## src/rtl/mem_access_defs.sv

```systemverilog
// Shared encodings for the data-memory access path: transfer sizes, FSM states
// and the alignment rule used by the MEM-stage access unit and the I/O bridge.
package mem_access_defs;

    localparam int DATA_WIDTH = 32;
    localparam int BE_WIDTH   = DATA_WIDTH / 8;

    localparam logic [1:0] SIZE_BYTE = 2'b00;
    localparam logic [1:0] SIZE_HALF = 2'b01;
    localparam logic [1:0] SIZE_WORD = 2'b10;

    localparam logic [1:0] IDLE     = 2'd0;
    localparam logic [1:0] WAIT_ACK = 2'd1;
    localparam logic [1:0] DONE     = 2'd2;

    // Size 2'b11 is treated as a word, so anything that is not byte or half needs lsbs of 00.
    function automatic logic is_aligned(input logic [1:0] size, input logic [1:0] lsb);
        logic ok;
        case (size)
            SIZE_BYTE: ok = 1'b1;
            SIZE_HALF: ok = ~lsb[0];
            default:   ok = (lsb == 2'b00);
        endcase
        return ok;
    endfunction

endpackage

```

## src/rtl/byte_lane_align.sv

```systemverilog
// Combinational byte-lane steering: byte enables and replicated store data on the
// way out, lane extraction plus sign/zero extension of load data on the way in.
module byte_lane_align
    import mem_access_defs::*;
(
    input  logic [1:0]            data_size,
    input  logic [1:0]            addr_lsb,
    input  logic                  is_signed,
    input  logic [DATA_WIDTH-1:0] store_data,
    input  logic [DATA_WIDTH-1:0] load_word,
    output logic [BE_WIDTH-1:0]   be,
    output logic [DATA_WIDTH-1:0] store_word,
    output logic [DATA_WIDTH-1:0] load_data
);

    logic [7:0]  lane_byte;
    logic [15:0] lane_half;

    always_comb begin
        lane_byte = load_word[7:0];
        case (addr_lsb)
            2'd0: lane_byte = load_word[7:0];
            2'd1: lane_byte = load_word[15:8];
            2'd2: lane_byte = load_word[23:16];
            2'd3: lane_byte = load_word[31:24];
            default: lane_byte = load_word[7:0];
        endcase
        lane_half = addr_lsb[1] ? load_word[31:16] : load_word[15:0];
    end

    always_comb begin
        be         = 4'b1111;
        store_word = store_data;
        load_data  = load_word;
        case (data_size)
            SIZE_BYTE: begin
                be         = 4'b0001 << addr_lsb;
                store_word = {4{store_data[7:0]}};
                load_data  = {{24{is_signed & lane_byte[7]}}, lane_byte};
            end
            SIZE_HALF: begin
                be         = addr_lsb[1] ? 4'b1100 : 4'b0011;
                store_word = {2{store_data[15:0]}};
                load_data  = {{16{is_signed & lane_half[15]}}, lane_half};
            end
            default: begin
                be         = 4'b1111;
                store_word = store_data;
                load_data  = load_word;
            end
        endcase
    end

endmodule

```

## src/rtl/mem_access_unit.sv

```systemverilog
// MEM-stage data-memory access unit: turns load/store requests into byte-enabled
// req/ack bus transactions, stalls the pipeline meanwhile and returns extended load data.
module mem_access_unit
    import mem_access_defs::*;
#(
    parameter int BIT_WIDTH      = 32,
    parameter int ADDR_WIDTH     = 32,
    parameter int TIMEOUT_CYCLES = 255
)
(
    input  logic                  clk,
    input  logic                  rst,
    input  logic                  req_read,
    input  logic                  req_write,
    input  logic [ADDR_WIDTH-1:0] req_addr,
    input  logic [BIT_WIDTH-1:0]  req_wdata,
    input  logic                  req_isSigned,
    input  logic [1:0]            req_dataSize,
    output logic                  stall,
    output logic                  rd_valid,
    output logic [BIT_WIDTH-1:0]  rd_data,
    output logic                  addr_err,
    output logic                  timeout_err,
    output logic                  bus_req,
    output logic                  bus_we,
    output logic [ADDR_WIDTH-1:0] bus_addr,
    output logic [3:0]            bus_be,
    output logic [BIT_WIDTH-1:0]  bus_wdata,
    input  logic                  bus_ack,
    input  logic [BIT_WIDTH-1:0]  bus_rdata
);

    localparam logic [7:0] TIMEOUT_LAST = 8'(TIMEOUT_CYCLES - 1);

    logic [1:0] state;
    logic [7:0] count;
    logic [1:0] lat_size;
    logic [1:0] lat_lsb;
    logic       lat_signed;
    logic       lat_read;

    logic       in_idle;
    logic       req_any;
    logic       aligned;
    logic       accept;
    logic [1:0] sel_size;
    logic [1:0] sel_lsb;
    logic [3:0]           align_be;
    logic [BIT_WIDTH-1:0] align_wdata;
    logic [BIT_WIDTH-1:0] align_load;

    assign in_idle  = (state == IDLE);
    assign req_any  = req_read | req_write;
    assign aligned  = is_aligned(req_dataSize, req_addr[1:0]);
    assign accept   = in_idle & req_any & aligned;
    assign addr_err = in_idle & req_any & ~aligned;
    assign stall    = accept | (state == WAIT_ACK);

    // One aligner serves both directions: the store side is only needed while
    // accepting in IDLE, the load side only while waiting on the latched access.
    assign sel_size = in_idle ? req_dataSize  : lat_size;
    assign sel_lsb  = in_idle ? req_addr[1:0] : lat_lsb;

    byte_lane_align u_align (
        .data_size  (sel_size),
        .addr_lsb   (sel_lsb),
        .is_signed  (lat_signed),
        .store_data (req_wdata),
        .load_word  (bus_rdata),
        .be         (align_be),
        .store_word (align_wdata),
        .load_data  (align_load)
    );

    always_ff @(posedge clk or posedge rst) begin
        if (rst) begin
            state       <= IDLE;
            count       <= '0;
            lat_size    <= SIZE_BYTE;
            lat_lsb     <= '0;
            lat_signed  <= 1'b0;
            lat_read    <= 1'b0;
            rd_valid    <= 1'b0;
            rd_data     <= '0;
            timeout_err <= 1'b0;
            bus_req     <= 1'b0;
            bus_we      <= 1'b0;
            bus_addr    <= '0;
            bus_be      <= '0;
            bus_wdata   <= '0;
        end else begin
            rd_valid    <= 1'b0;
            timeout_err <= 1'b0;
            case (state)
                IDLE: begin
                    if (accept) begin
                        state      <= WAIT_ACK;
                        count      <= '0;
                        bus_req    <= 1'b1;
                        bus_we     <= req_write;
                        bus_addr   <= {req_addr[ADDR_WIDTH-1:2], 2'b00};
                        bus_be     <= align_be;
                        bus_wdata  <= align_wdata;
                        lat_size   <= req_dataSize;
                        lat_lsb    <= req_addr[1:0];
                        lat_signed <= req_isSigned;
                        lat_read   <= ~req_write;
                    end
                end
                WAIT_ACK: begin
                    count <= count + 8'd1;
                    if (bus_ack) begin
                        state    <= DONE;
                        bus_req  <= 1'b0;
                        rd_valid <= lat_read;
                        if (lat_read) begin
                            rd_data <= align_load;
                        end
                    end else if (count == TIMEOUT_LAST) begin
                        // Timed-out reads still complete so the pipeline sees a zero result.
                        state       <= DONE;
                        bus_req     <= 1'b0;
                        timeout_err <= 1'b1;
                        rd_valid    <= lat_read;
                        if (lat_read) begin
                            rd_data <= '0;
                        end
                    end
                end
                DONE: begin
                    state <= IDLE;
                end
                default: begin
                    state <= IDLE;
                end
            endcase
        end
    end

endmodule
```

## config.mk

```make
export PLATFORM = sky130hd
export DESIGN_NAME = mem_access_unit
export DESIGN_NICKNAME = d
export VERILOG_FILES = /design/src/rtl/mem_access_defs.sv /design/src/rtl/byte_lane_align.sv /design/src/rtl/mem_access_unit.sv
export SDC_FILE = /design/constraint.sdc
export NUM_CORES = 1
export LEC_CHECK = 0
export CELL_PAD_IN_SITES_DETAIL_PLACEMENT = 1
export CELL_PAD_IN_SITES_GLOBAL_PLACEMENT = 2
export CORE_ASPECT_RATIO = 0.8
export CORE_UTILIZATION = 28
export CTS_CLUSTER_DIAMETER = 30
export DETAILED_ROUTE_END_ITERATION = 8
export HOLD_SLACK_MARGIN = 0.06
export PLACE_DENSITY = 0.89
export SETUP_SLACK_MARGIN = 0.5
export SYNTH_ARGS = -nofsm -noshare
export SYNTH_HDL_FRONTEND = slang
export SYNTH_HIERARCHICAL = 1
export SYNTH_SLANG_ARGS = --single-unit
```

## constraint.sdc

```tcl
create_clock -name clk -period 6.2 [get_ports clk]
set_input_delay 1.86 -clock clk [delete_from_list [all_inputs] [get_ports clk]]
set_output_delay 1.86 -clock clk [all_outputs]
set_load 0.05 [all_outputs]
```

==> flow_summary.rst, run 1 <==
.. list-table::
   :header-rows: 1

   * - Metric
     - Value
   * - Result of the run
     - completed
   * - Final core area utilization
     - 0.422
   * - Nature of the critical path startpoint
     - primary input
   * - Met1 capacity usage during global routing
     - 0.224
   * - Number of hold-repair buffers added at the cts stage
     - 0
   * - Leak
     - 3.77 nW
   * - Placed Instance Area
     - between 0.008 and 0.009 mm2
   * - Cell area after synthesis
     - about 0.0061 mm2
   * - Final Cell Area
     - just under 0.009 mm2
   * - Number of antenna violations at the first check in global routing
     - 1
   * - Initial Utilization
     - 0.291
   * - Share of flip-flops with an asynchronous set or reset after synthesis
     - 1.00
   * - Maximum clock rate
     - between 150 and 200 MHz
   * - Total of max-cap violations
     - 0
   * - Final count of pins violating max slew
     - 0
   * - Final weighted congestion in routability-driven placement
     - ~0.79
   * - Number of enable flip-flop cells after synthesis
     - 0
   * - Width of the chip
     - about 170 um
   * - Number of buffers created by CTS
     - 17
   * - Detailed Route Iter0 Violations
     - between 200 and 300
   * - Largest stage delay on the critical path
     - around 840 ps
   * - Cell repeated most along the worst path
     - clkdlybuf4s50_1
   * - Drt first pass iters
     - 4
   * - Top-level I/O count
     - 210
   * - Met3 track demand over resource in global routing
     - 0.0726
   * - Residual antenna-violating net count after detailed routing
     - 0
   * - Element type at the critical path end
     - output port
   * - Peak-usage layer in the global routing report
     - met2
   * - Final Cycle Share
     - 0.902
   * - Area fraction of the dominant cell type after synthesis
     - 0.482
   * - Number of stages on the worst hold path
     - 1
   * - Worst min-delay path endpoint
     - bus_addr[28]$_DFFE_PP0P_
   * - Sequential cell area fraction in the yosys report
     - 0.482
   * - Count of standard-cell rows
     - 47
   * - Start point of the worst min-delay path
     - bus_addr[28]$_DFFE_PP0P_
   * - Worst setup skew after layout
     - between 15 and 20 ps
   * - Half-perimeter wire length after placement
     - approximately 13 mm
   * - Port Buf Inserts
     - a little over 200
   * - Cell at the root of the clock tree
     - clkbuf_16
   * - Crit path buffers/inverters
     - 2
   * - Residual overflow from global routing
     - 0
   * - Power density over the cells
     - roughly 550 mW/mm2
   * - Syn-to-layout area delta
     - 45.2%
   * - Mean post-synth cell area
     - roughly 11 um2
   * - Yosys warns
     - 6
   * - First-pass GRT wire length
     - just over 30 mm
   * - Maximum clock path buffer count
     - 2
   * - Core footprint
     - 0.0211 mm2
   * - Share of layout cells above drive strength 1
     - 0.147
   * - Synth top area cells
     - dfrtp_1 48%, mux2_2 10%, mux2_1 6.1%
   * - R2R depth
     - 7
   * - H-Tree Level Count
     - 4
   * - Hold WC Path Type
     - reg -> reg
   * - Unrepaired setup endpoints after global routing
     - false
   * - Kind of cell adding the most delay to the critical path
     - buffers and inverters
   * - Total wire length
     - 19.6 mm
   * - Post-CTS setup buffers
     - 0
   * - Number of cells produced by synthesis
     - around 550
   * - Routed via count divided by cell count
     - between 4 and 5
   * - Resized Gates After CTS
     - 0
   * - Number of nets in the layout
     - 837
   * - Post-route DRC
     - 0
   * - Clock input transition at the sequential cells of the worst setup and hold paths
     - around 70 ps
   * - Slowest-stage cell, CP
     - clkdlybuf4s50_1
   * - Number of global-route vias before repair
     - between 5,000 and 6,000
   * - Critical register-to-register path endpoint
     - rd_data[2]$_DFFE_PP0P_
   * - Measured slew at the worst slew-check pin
     - 832 ps
   * - Largest net degree at the start of global routing
     - approximately 120
   * - Launch point of the worst reg-to-reg path
     - state[0]$_DFFE_PP0P_
   * - Minimum setup slack among reg-to-reg paths
     - 3000 ps
   * - Setup tns final
     - 0 ps
   * - Fill count
     - ~2,300
   * - Final critical-path required period
     - around 5600 ps
   * - Area of the die
     - roughly 0.022 mm2
   * - Final setup violation count
     - 0
   * - IR Drop Worst-Case VDD
     - about 0.00025 V
   * - #FFs+latches synth
     - 118
   * - GRT Util Overall
     - 0.180
   * - Diodes inserted
     - 0
   * - Number of endpoints with negative hold slack in the final report
     - 0
   * - Arr. time, crit path
     - ~3700 ps
   * - Met2 demand-to-capacity share in global routing
     - 0.285
   * - Number of logic stages on the critical path including buffering
     - 5
   * - Critical Path Fanout Max
     - 4
   * - Worst max-slew margin expressed relative to the limit
     - 0.445
   * - Req. time, crit path
     - 4340 ps
   * - Distinct cells, synth
     - slightly below 50
   * - Cell type contributing the most total cell area after synthesis
     - dfrtp_1
   * - Highest-count cells in the layout ignoring fill and taps
     - 206 x clkdlybuf4s50_1, 118 x dfrtp_1, 65 x o21ai_0
   * - Most frequent standard cell in the layout excluding fill and tap cells
     - clkdlybuf4s50_1
   * - Primary FF master, synth
     - dfrtp_1
   * - Critical Setup Path Class
     - in -> out
   * - Via total after detailed routing
     - 5,060
   * - Final routed wire length divided by cell count
     - about 19 um
   * - TritonCTS Sinks
     - ~120
   * - Crit-path cells
     - clkdlybuf4s50_1 -> and2_1 -> nor2_1 -> nor3_1 -> clkdlybuf4s50_1
   * - Insertion delay of the later-clocked pin in the worst-skew pair
     - about 430 ps
   * - Clock tree from TritonCTS
     - done
   * - Overall die height
     - around 130 um
[state kept, by name, indices dropped and copies added, names as in the netlist, 2 cells and up]
signal / flops
rd_data: 32
lat_lsb: 2
state: 2
bus_wdata: 32
lat_size: 2
bus_addr: 30
count: 8
bus_be: 4
[report_power, final]
part           switching, W  internal [W]  total (W)
sequential         0.000200       0.00108    0.00128
combinational       0.00168      0.000972    0.00265
clock              0.000431      0.000569    0.00100
[worst max path at each step]
stage                    startpoint  endpoint  slack (ps)
floorplan           req_dataSize[1]  addr_err        1140
global placement    req_dataSize[1]  addr_err         630
detailed placement  req_dataSize[1]  addr_err         610
CTS                 req_dataSize[1]  addr_err         590
global route        req_dataSize[1]  addr_err         530
finish              req_dataSize[1]  addr_err         610
[per-stage QoR]
stage	total power, W	std cells	hold WS (ps)	setup slack, ps
4_1_cts	0.00498	1013	491	592
3_3_place_gp	0.00391	981	467	634
6_report	0.00493	1013	484	609
3_5_place_dp	0.00396	981	476	605
5_1_grt	0.00518	1013	503	533
2_1_floorplan	0.00306	549	454	1140
[kinds of logic (layout without fill, tap and decap cells)]
group,count (synthesis),in the layout,synth area share
compound gates,138,138,0.147
flops,118,118,0.482
mux,116,116,0.219
buf+inv,90,285,0.0740
simple gates,83,83,0.0726
fa+ha+maj,2,2,0.00409
other cells,1,2,0.000613
[synth_stat cells (all sizes together), types with 4 or more instances]
library cell / n
buf: 29
o21ai: 66
a22oi: 33
clkbuf: 21
o22a: 4
nor2: 8
a22o: 8
nand2b: 4
a211oi: 4
nor3: 5
a221o: 7
mux2: 93
or3: 4
mux4: 4
dfrtp: 118
nand2: 31
mux2i: 19
nor2b: 14
inv: 39
o22ai: 6
[worst reg2reg max path, delay by kind of cell, from the launching register on]
| family | cells | cell delay [ps] |
|---|---|---|
| compound gates | 4 | 1080 |
| buf+inv | 1 | 510 |
| flops | 1 | 490 |
| mux | 1 | 670 |
| simple gates | 1 | 370 |
[cell type report]
class	count	area, um2	share of cell area
Inverter	40	153	0.0172
Multi-Input combinational cell	341	2720	0.306
Sequential cell	118	2950	0.332
Clock inverter	15	158	0.0177
Tap cell	269	337	0.0379
Clock buffer	17	425	0.0479
Timing Repair Buffer	213	2140	0.241
[per-layer routing]
metal  up-vias  share of wire
li1       2322              -
met1      2530           0.44
met2       184           0.46
met3        22          0.085
met4         2          0.015
met5         -        0.00066
(Power assumes the default switching activity.)
==> inputs of run 2 (changes only) <==
Settings changed: TNS_END_PERCENT set to 20.
==> results of run 2 <==
No change in the layout: final DEF, timing and power equal those of run 1.
